==> src/rtl/fwd_pkg.sv <==
// Shared definitions for the ordered forwarder scheduler.
// Packet-length width rule and FSM state encoding.
package fwd_pkg;

    typedef enum logic [1:0] {
        ST_IDLE = 2'd0,
        ST_WAIT = 2'd1,
        ST_FWD  = 2'd2,
        ST_GAP  = 2'd3
    } fwd_state_e;

    // A packet may fill the whole packetmem, so length needs one extra bit.
    function automatic int plen_width(input int addr_width);
        return addr_width + 1;
    endfunction

endpackage

==> src/rtl/fwd_order_fifo.sv <==
// Order FIFO holding dispatched VM indices, first-word-fall-through head.
// Full/empty come from an occupancy counter, not pointer equality.
module fwd_order_fifo #(
    parameter int WIDTH = 2,
    parameter int DEPTH = 8
) (
    input  logic                   clk,
    input  logic                   rst,
    input  logic                   push,
    input  logic                   pop,
    input  logic [WIDTH-1:0]       din,
    output logic [WIDTH-1:0]       head,
    output logic                   empty,
    output logic                   full,
    output logic [$clog2(DEPTH):0] count
);

    localparam int PW = $clog2(DEPTH);

    logic [WIDTH-1:0] mem_q [DEPTH];
    logic [PW-1:0]    wr_q;
    logic [PW-1:0]    rd_q;
    logic [PW:0]      cnt_q;
    logic             do_push;
    logic             do_pop;

    assign empty   = (cnt_q == '0);
    assign full    = (cnt_q == (PW+1)'(DEPTH));
    assign count   = cnt_q;
    assign head    = mem_q[rd_q];
    // Space is judged before any same-cycle pop.
    assign do_push = push && !full;
    assign do_pop  = pop && !empty;

    always_ff @(posedge clk or posedge rst) begin
        if (rst) begin
            wr_q  <= '0;
            rd_q  <= '0;
            cnt_q <= '0;
        end else begin
            if (do_push) wr_q <= wr_q + PW'(1);
            if (do_pop)  rd_q <= rd_q + PW'(1);
            cnt_q <= cnt_q + {{PW{1'b0}}, do_push}
                           - {{PW{1'b0}}, do_pop};
        end
    end

    always_ff @(posedge clk) begin
        if (do_push) mem_q[wr_q] <= din;
    end

endmodule

==> src/rtl/fwd_order_sched.sv <==
// Ordered N:1 scheduler granting the shared forwarder to filter VMs
// strictly in snoopsplit dispatch order.
module fwd_order_sched
    import fwd_pkg::*;
#(
    parameter int DATA_WIDTH  = 64,
    parameter int ADDR_WIDTH  = 9,
    parameter int N_VMS       = 4,
    parameter int SEL_WIDTH   = 2,
    parameter int ORDER_DEPTH = 8,
    localparam int PLEN_WIDTH = plen_width(ADDR_WIDTH)
) (
    input  logic                        clk,
    input  logic                        rst,
    input  logic                        dispatch_valid,
    input  logic [SEL_WIDTH-1:0]        dispatch_vm,
    input  logic [N_VMS-1:0]            vm_drop,
    input  logic [N_VMS-1:0]            ready_for_forwarder_vm,
    input  logic [N_VMS*PLEN_WIDTH-1:0] len_to_forwarder_vm,
    input  logic [N_VMS*DATA_WIDTH-1:0] forwarder_rd_data_vm,
    output logic [ADDR_WIDTH-1:0]       forwarder_rd_addr_vm,
    output logic [N_VMS-1:0]            forwarder_rd_en_vm,
    output logic [N_VMS-1:0]            forwarder_done_vm,
    input  logic [ADDR_WIDTH-1:0]       forwarder_rd_addr,
    input  logic                        forwarder_rd_en,
    input  logic                        forwarder_done,
    output logic [DATA_WIDTH-1:0]       forwarder_rd_data,
    output logic                        ready_for_forwarder,
    output logic [PLEN_WIDTH-1:0]       len_to_forwarder,
    output logic                        err_overflow,
    output logic                        err_redispatch
);

    localparam int CW = $clog2(ORDER_DEPTH) + 1;

    fwd_state_e           state_q;
    logic [SEL_WIDTH-1:0] sel_q;
    logic [N_VMS-1:0]     outstanding_q, outstanding_d;
    logic [N_VMS-1:0]     drop_pending_q, drop_pending_d;
    logic                 err_ovf_q;
    logic                 err_redisp_q;

    logic [SEL_WIDTH-1:0] head;
    logic                 empty;
    logic                 full;
    logic [CW-1:0]        count;
    logic                 push_acc;
    logic                 retire_drop;
    logic                 retire_fwd;
    logic                 pop;
    logic                 in_fwd;
    logic [N_VMS-1:0]     push_mask;
    logic [N_VMS-1:0]     retire_mask;

    fwd_order_fifo #(
        .WIDTH (SEL_WIDTH),
        .DEPTH (ORDER_DEPTH)
    ) u_fifo (
        .clk   (clk),
        .rst   (rst),
        .push  (dispatch_valid),
        .pop   (pop),
        .din   (dispatch_vm),
        .head  (head),
        .empty (empty),
        .full  (full),
        .count (count)
    );

    assign in_fwd      = (state_q == ST_FWD);
    assign push_acc    = dispatch_valid && !full;
    assign retire_drop = (state_q == ST_WAIT) && !empty
                         && drop_pending_q[head];
    assign retire_fwd  = in_fwd && forwarder_done;
    assign pop         = retire_drop || retire_fwd;

    assign push_mask   = push_acc ? (N_VMS'(1) << dispatch_vm) : '0;
    assign retire_mask = retire_fwd  ? (N_VMS'(1) << sel_q) :
                         retire_drop ? (N_VMS'(1) << head)  : '0;

    // A new dispatch or drop in the retire cycle belongs to the next packet.
    assign outstanding_d  = (outstanding_q & ~retire_mask) | push_mask;
    assign drop_pending_d = (drop_pending_q & ~retire_mask) | vm_drop;

    always_ff @(posedge clk or posedge rst) begin
        if (rst) begin
            state_q        <= ST_IDLE;
            sel_q          <= '0;
            outstanding_q  <= '0;
            drop_pending_q <= '0;
            err_ovf_q      <= 1'b0;
            err_redisp_q   <= 1'b0;
        end else begin
            outstanding_q  <= outstanding_d;
            drop_pending_q <= drop_pending_d;
            if (dispatch_valid && full)
                err_ovf_q <= 1'b1;
            if (push_acc && outstanding_q[dispatch_vm])
                err_redisp_q <= 1'b1;
            unique case (state_q)
                ST_IDLE: begin
                    if (!empty) state_q <= ST_WAIT;
                end
                ST_WAIT: begin
                    if (retire_drop) begin
                        if (count == CW'(1) && !push_acc)
                            state_q <= ST_IDLE;
                    end else if (empty) begin
                        state_q <= ST_IDLE;
                    end else if (ready_for_forwarder_vm[head]) begin
                        sel_q   <= head;
                        state_q <= ST_FWD;
                    end
                end
                ST_FWD: begin
                    if (forwarder_done) state_q <= ST_GAP;
                end
                ST_GAP: begin
                    state_q <= empty ? ST_IDLE : ST_WAIT;
                end
                default: state_q <= ST_IDLE;
            endcase
        end
    end

    always_comb begin
        ready_for_forwarder = 1'b0;
        len_to_forwarder    = '0;
        forwarder_rd_data   = '0;
        forwarder_rd_en_vm  = '0;
        forwarder_done_vm   = '0;
        if (in_fwd) begin
            ready_for_forwarder = ready_for_forwarder_vm[sel_q];
            len_to_forwarder    =
                len_to_forwarder_vm[int'(sel_q)*PLEN_WIDTH +: PLEN_WIDTH];
            forwarder_rd_data   =
                forwarder_rd_data_vm[int'(sel_q)*DATA_WIDTH +: DATA_WIDTH];
            forwarder_rd_en_vm[sel_q] = forwarder_rd_en;
            forwarder_done_vm[sel_q]  = forwarder_done;
        end
    end

    assign forwarder_rd_addr_vm = rst ? '0 : forwarder_rd_addr;
    assign err_overflow         = err_ovf_q;
    assign err_redispatch       = err_redisp_q;

endmodule

==> config.mk <==
export PLATFORM = sky130hd
export DESIGN_NAME = fwd_order_sched
export DESIGN_NICKNAME = d
export VERILOG_FILES = /design/src/rtl/fwd_pkg.sv /design/src/rtl/fwd_order_fifo.sv /design/src/rtl/fwd_order_sched.sv
export SDC_FILE = /design/constraint.sdc
export NUM_CORES = 1
export LEC_CHECK = 0
export ABC_AREA = 1
export CORE_AREA = 5 5 158 160
export CTS_CLUSTER_SIZE = 28
export DETAILED_ROUTE_END_ITERATION = 10
export DIE_AREA = 0 0 163 165
export SYNTH_ARGS = -nofsm -noshare
export SYNTH_HDL_FRONTEND = slang
export SYNTH_SLANG_ARGS = --single-unit
==> constraint.sdc <==
create_clock -name clk -period 6.9 [get_ports clk]
set_input_delay 1.725 -clock clk [delete_from_list [all_inputs] [get_ports clk]]
set_output_delay 1.725 -clock clk [all_outputs]
set_load 0.01 [all_outputs]
==> impl_metrics.env <==
export IMPL_clock_root_buffer="clkbuf_16"
export IMPL_r2r_slack_ns=3.99
export IMPL_drive_gt1_share_pct=3.984
export IMPL_slew_viol_final=0
export IMPL_hold_path_cell_count=1
export IMPL_core_area_mm2=0.02326
export IMPL_diodes=0
export IMPL_hold_start="err_redispatch"
export IMPL_setup_violations=0
export IMPL_tns_ns=0
export IMPL_h_tree_depth=2
export IMPL_synth_nets=956
export IMPL_crit_slowest_cell="clkdlybuf4s50_1"
export IMPL_ys_top_cells_by_area="dfrtp_1, a22oi_1, nand3_1"
export IMPL_crit_fanout=2
export IMPL_whs_ns=0.4633
export IMPL_cts_tree="yes"
export IMPL_first_pass_iters=4
export IMPL_p_total_uw=2382
export IMPL_final_period_utilization_pct=75.24
export IMPL_dpl_hpwl_um=20230
export IMPL_required_ns=5.18
export IMPL_route_final_wire_length_um=25270
export IMPL_startpoint="ready_for_forwarder_vm[2]"
export IMPL_vdd_drop_max_mv=0.1776
export IMPL_finalHoldViolations=0
export IMPL_syn_area_mm2=0.004174
export IMPL_rsz0062_at_grt="no"
export IMPL_ant_nets=0
export IMPL_post_cts_buffers=0
export IMPL_cts_resized=0
export IMPL_holdPathEnd="err_redispatch"
export IMPL_grt_max_degree=58
export IMPL_synth_seq_cells=40
export IMPL_slowest_delay_ns=0.66
export IMPL_port_buffers=413
export IMPL_cts_buffers_inserted=5
export IMPL_grt_usage_pct=16.76
export IMPL_cellPowerDensity_mw_per_mm2=271.3
export IMPL_criticalPathCategory="primary input to output port"
export IMPL_drt_iter0_drc=435
export IMPL_ys_warn_count=0
export IMPL_nFillCells=2472
export IMPL_overflow=0
export IMPL_grt_pass1_vias=5982
export IMPL_top_layer="met5"
export IMPL_yosysSeqAreaShare_pct=25.90
export IMPL_relSlewSlack_pct=33.48
export IMPL_cts_max_path_buffers=2
export IMPL_drcViolationCount=0
export IMPL_cts_sinks=40
export IMPL_timing_rr_start="u_fifo.rd_q[0]"
export IMPL_die_h_um=165
export IMPL_vias_per_cell=4.686
export IMPL_ios=414
export IMPL_synth_top_area_share_pct=14.39
export IMPL_leakagePower_uw=0.003216
export IMPL_fin_skew_ns=0.002904
export IMPL_ctsHoldBuffers=0
export IMPL_dr_wl_met2_um=12100
export IMPL_die_x_um=163
export IMPL_antenna_found_initial=2
export IMPL_clk_pin_slew_ns=0.06
export IMPL_fmax_mhz=192.6
export IMPL_cap_violations=0
export IMPL_timing_critical_path_to_type="output port"
export IMPL_fin_crit_ns=5.191
export IMPL_stdcell_count=1323
export IMPL_reg2reg_depth=18
export IMPL_hold_class="flip-flop to flip-flop"
export IMPL_synth_largest_area_cell="dfrtp_1"
export IMPL_clk_latency_ns=0.28
export IMPL_avgSynthCellArea_um2=6.657
export IMPL_grt_pass1_wl_um=35600
export IMPL_start_util_pct=17.94
export IMPL_crit_chain="clkdlybuf4s50_1 > nand3_1 > a31oi_1 > clkdlybuf4s50_1"
export IMPL_worst_slew_pin_slew_ns=0.9968
export IMPL_cp_arrival_ns=3.47
export IMPL_r2r_end="u_fifo.count[2]"
export IMPL_row_count=56
export IMPL_startpoint_type="primary input"
export IMPL_dieArea_mm2=0.02690
export IMPL_dr_wl_met3_um=2264
export IMPL_vias=6200
export IMPL_cpMostUsedCell="clkdlybuf4s50_1"
export IMPL_synthDistinctLibCells=32
export IMPL_place_gp_congestion=0.8025
export IMPL_fin_nets=1332
export IMPL_syn_to_final_growth_pct=110.3
export IMPL_syn_inst=627
export IMPL_wire_per_inst_um=19.10
export IMPL_dp_cells=1315
export IMPL_final_util_pct=37.74
export IMPL_outcome="complete, no violations"
export IMPL_drt_met1_wl_um=10440
state kept, by name (all words and copies together) (netlist names), named ones only:
register and flops:
drop_pending_q 4, err_overflow 1, err_redispatch 1, outstanding_q 4, sel_q 2, state_q 1
u_fifo.count 4, u_fifo.mem_q 16, u_fifo.rd_q 3, u_fifo.wr_q 3
metal layers:
metal	vias to the layer above	track usage, %
met3	37	4.442
met1	2846	21.58
met2	301	28.43
met5	-	0
met4	4	3.279
li1	3012	-
Yosys cell counts:
library cell  instances
a21o_1                1
a21oi_1               2
a22oi_1              75
a31oi_1              75
buf_1                 3
buf_2                 7
buf_6                 1
clkbuf_1             41
clkinv_1              1
dfrtp_1              24
edfxtp_1             16
fa_1                  1
ha_1                  8
inv_1                46
inv_8                 1
nand2_1             143
nand2_2               5
nand2_4               5
nand3_1             112
nand3_2               4
nand3b_1              6
nand4_1               7
nor2_1               32
nor2_2                1
nor3_1                1
nor3_4                1
o21ai_0               1
o21bai_1              1
o311ai_0              1
or2_2                 1
xnor2_1               2
xor2_1                2
worst max path at each step:
stage | end | slack (ns) | cells past startpoint
detailed placement | ready_for_forwarder | 1.67 | 4
floorplan | forwarder_rd_addr_vm[0] | 3.08 | 2
finish | ready_for_forwarder | 1.71 | 4
global placement | ready_for_forwarder | 1.65 | 4
global route | ready_for_forwarder | 1.61 | 4
CTS | ready_for_forwarder | 1.65 | 4
metrics by stage:
step	setup WS, ns	area, um^2
finish	1.709	8780
CTS	1.650	8780
global placement	1.648	8602
detailed placement	1.672	8602
floorplan	3.077	4174
global route	1.613	8780
worst max-delay path: cells and delay by family:
kind                   cells  cell delay [ns]
and+or+nand+nor            1             0.08
buffers and inverters      2             1.15
AOI/OAI and AO/OA          1             0.51
cells in the final DEF (no fill, tap or decap), drive strengths merged, types with 7 or more instances in the layout:
| master | netlist | final |
|---|---|---|
| a31oi | 75 | 75 |
| a22oi | 75 | 75 |
| nand2 | 153 | 153 |
| buf | 11 | 8 |
| dfrtp | 24 | 24 |
| clkdlybuf4s50 | 0 | 413 |
| nand4 | 7 | 7 |
| nor2 | 33 | 33 |
| inv | 47 | 47 |
| edfxtp | 16 | 16 |
| ha | 8 | 8 |
| nand3 | 116 | 116 |
area by class of cell:
class | instances | area [um^2] | share of cell area, %
Multi-Input combinational cell | 487 | 2711 | 30.88
Timing Repair Buffer | 421 | 4219 | 48.05
Clock buffer | 6 | 138.9 | 1.582
Clock inverter | 2 | 38.79 | 0.4418
Inverter | 48 | 187.7 | 2.138
Tap cell | 319 | 399.1 | 4.546
Sequential cell | 40 | 1085 | 12.36
cells by family (layout without fill, tap and decap cells):
family	count (synthesis)	in the layout	share of synthesized area (%)
and+or+nand+nor	318	318	35.16
DFF	40	40	25.90
xor gates and xnor gates	4	4	0.8395
AOI/OAI and AO/OA	156	156	25.66
adders and majority gates	9	9	2.878
buffers and inverters	100	477	9.562
power by group:
group          total, uW  leakage (uW)  internal, uW  switching [uW]
clock                274     0.0000871           181            92.5
sequential           446      0.000412           335             111
combinational       1660       0.00272           686             976
total               2380       0.00322          1200            1180
Note: power is estimated with default switching activity, not from simulation.
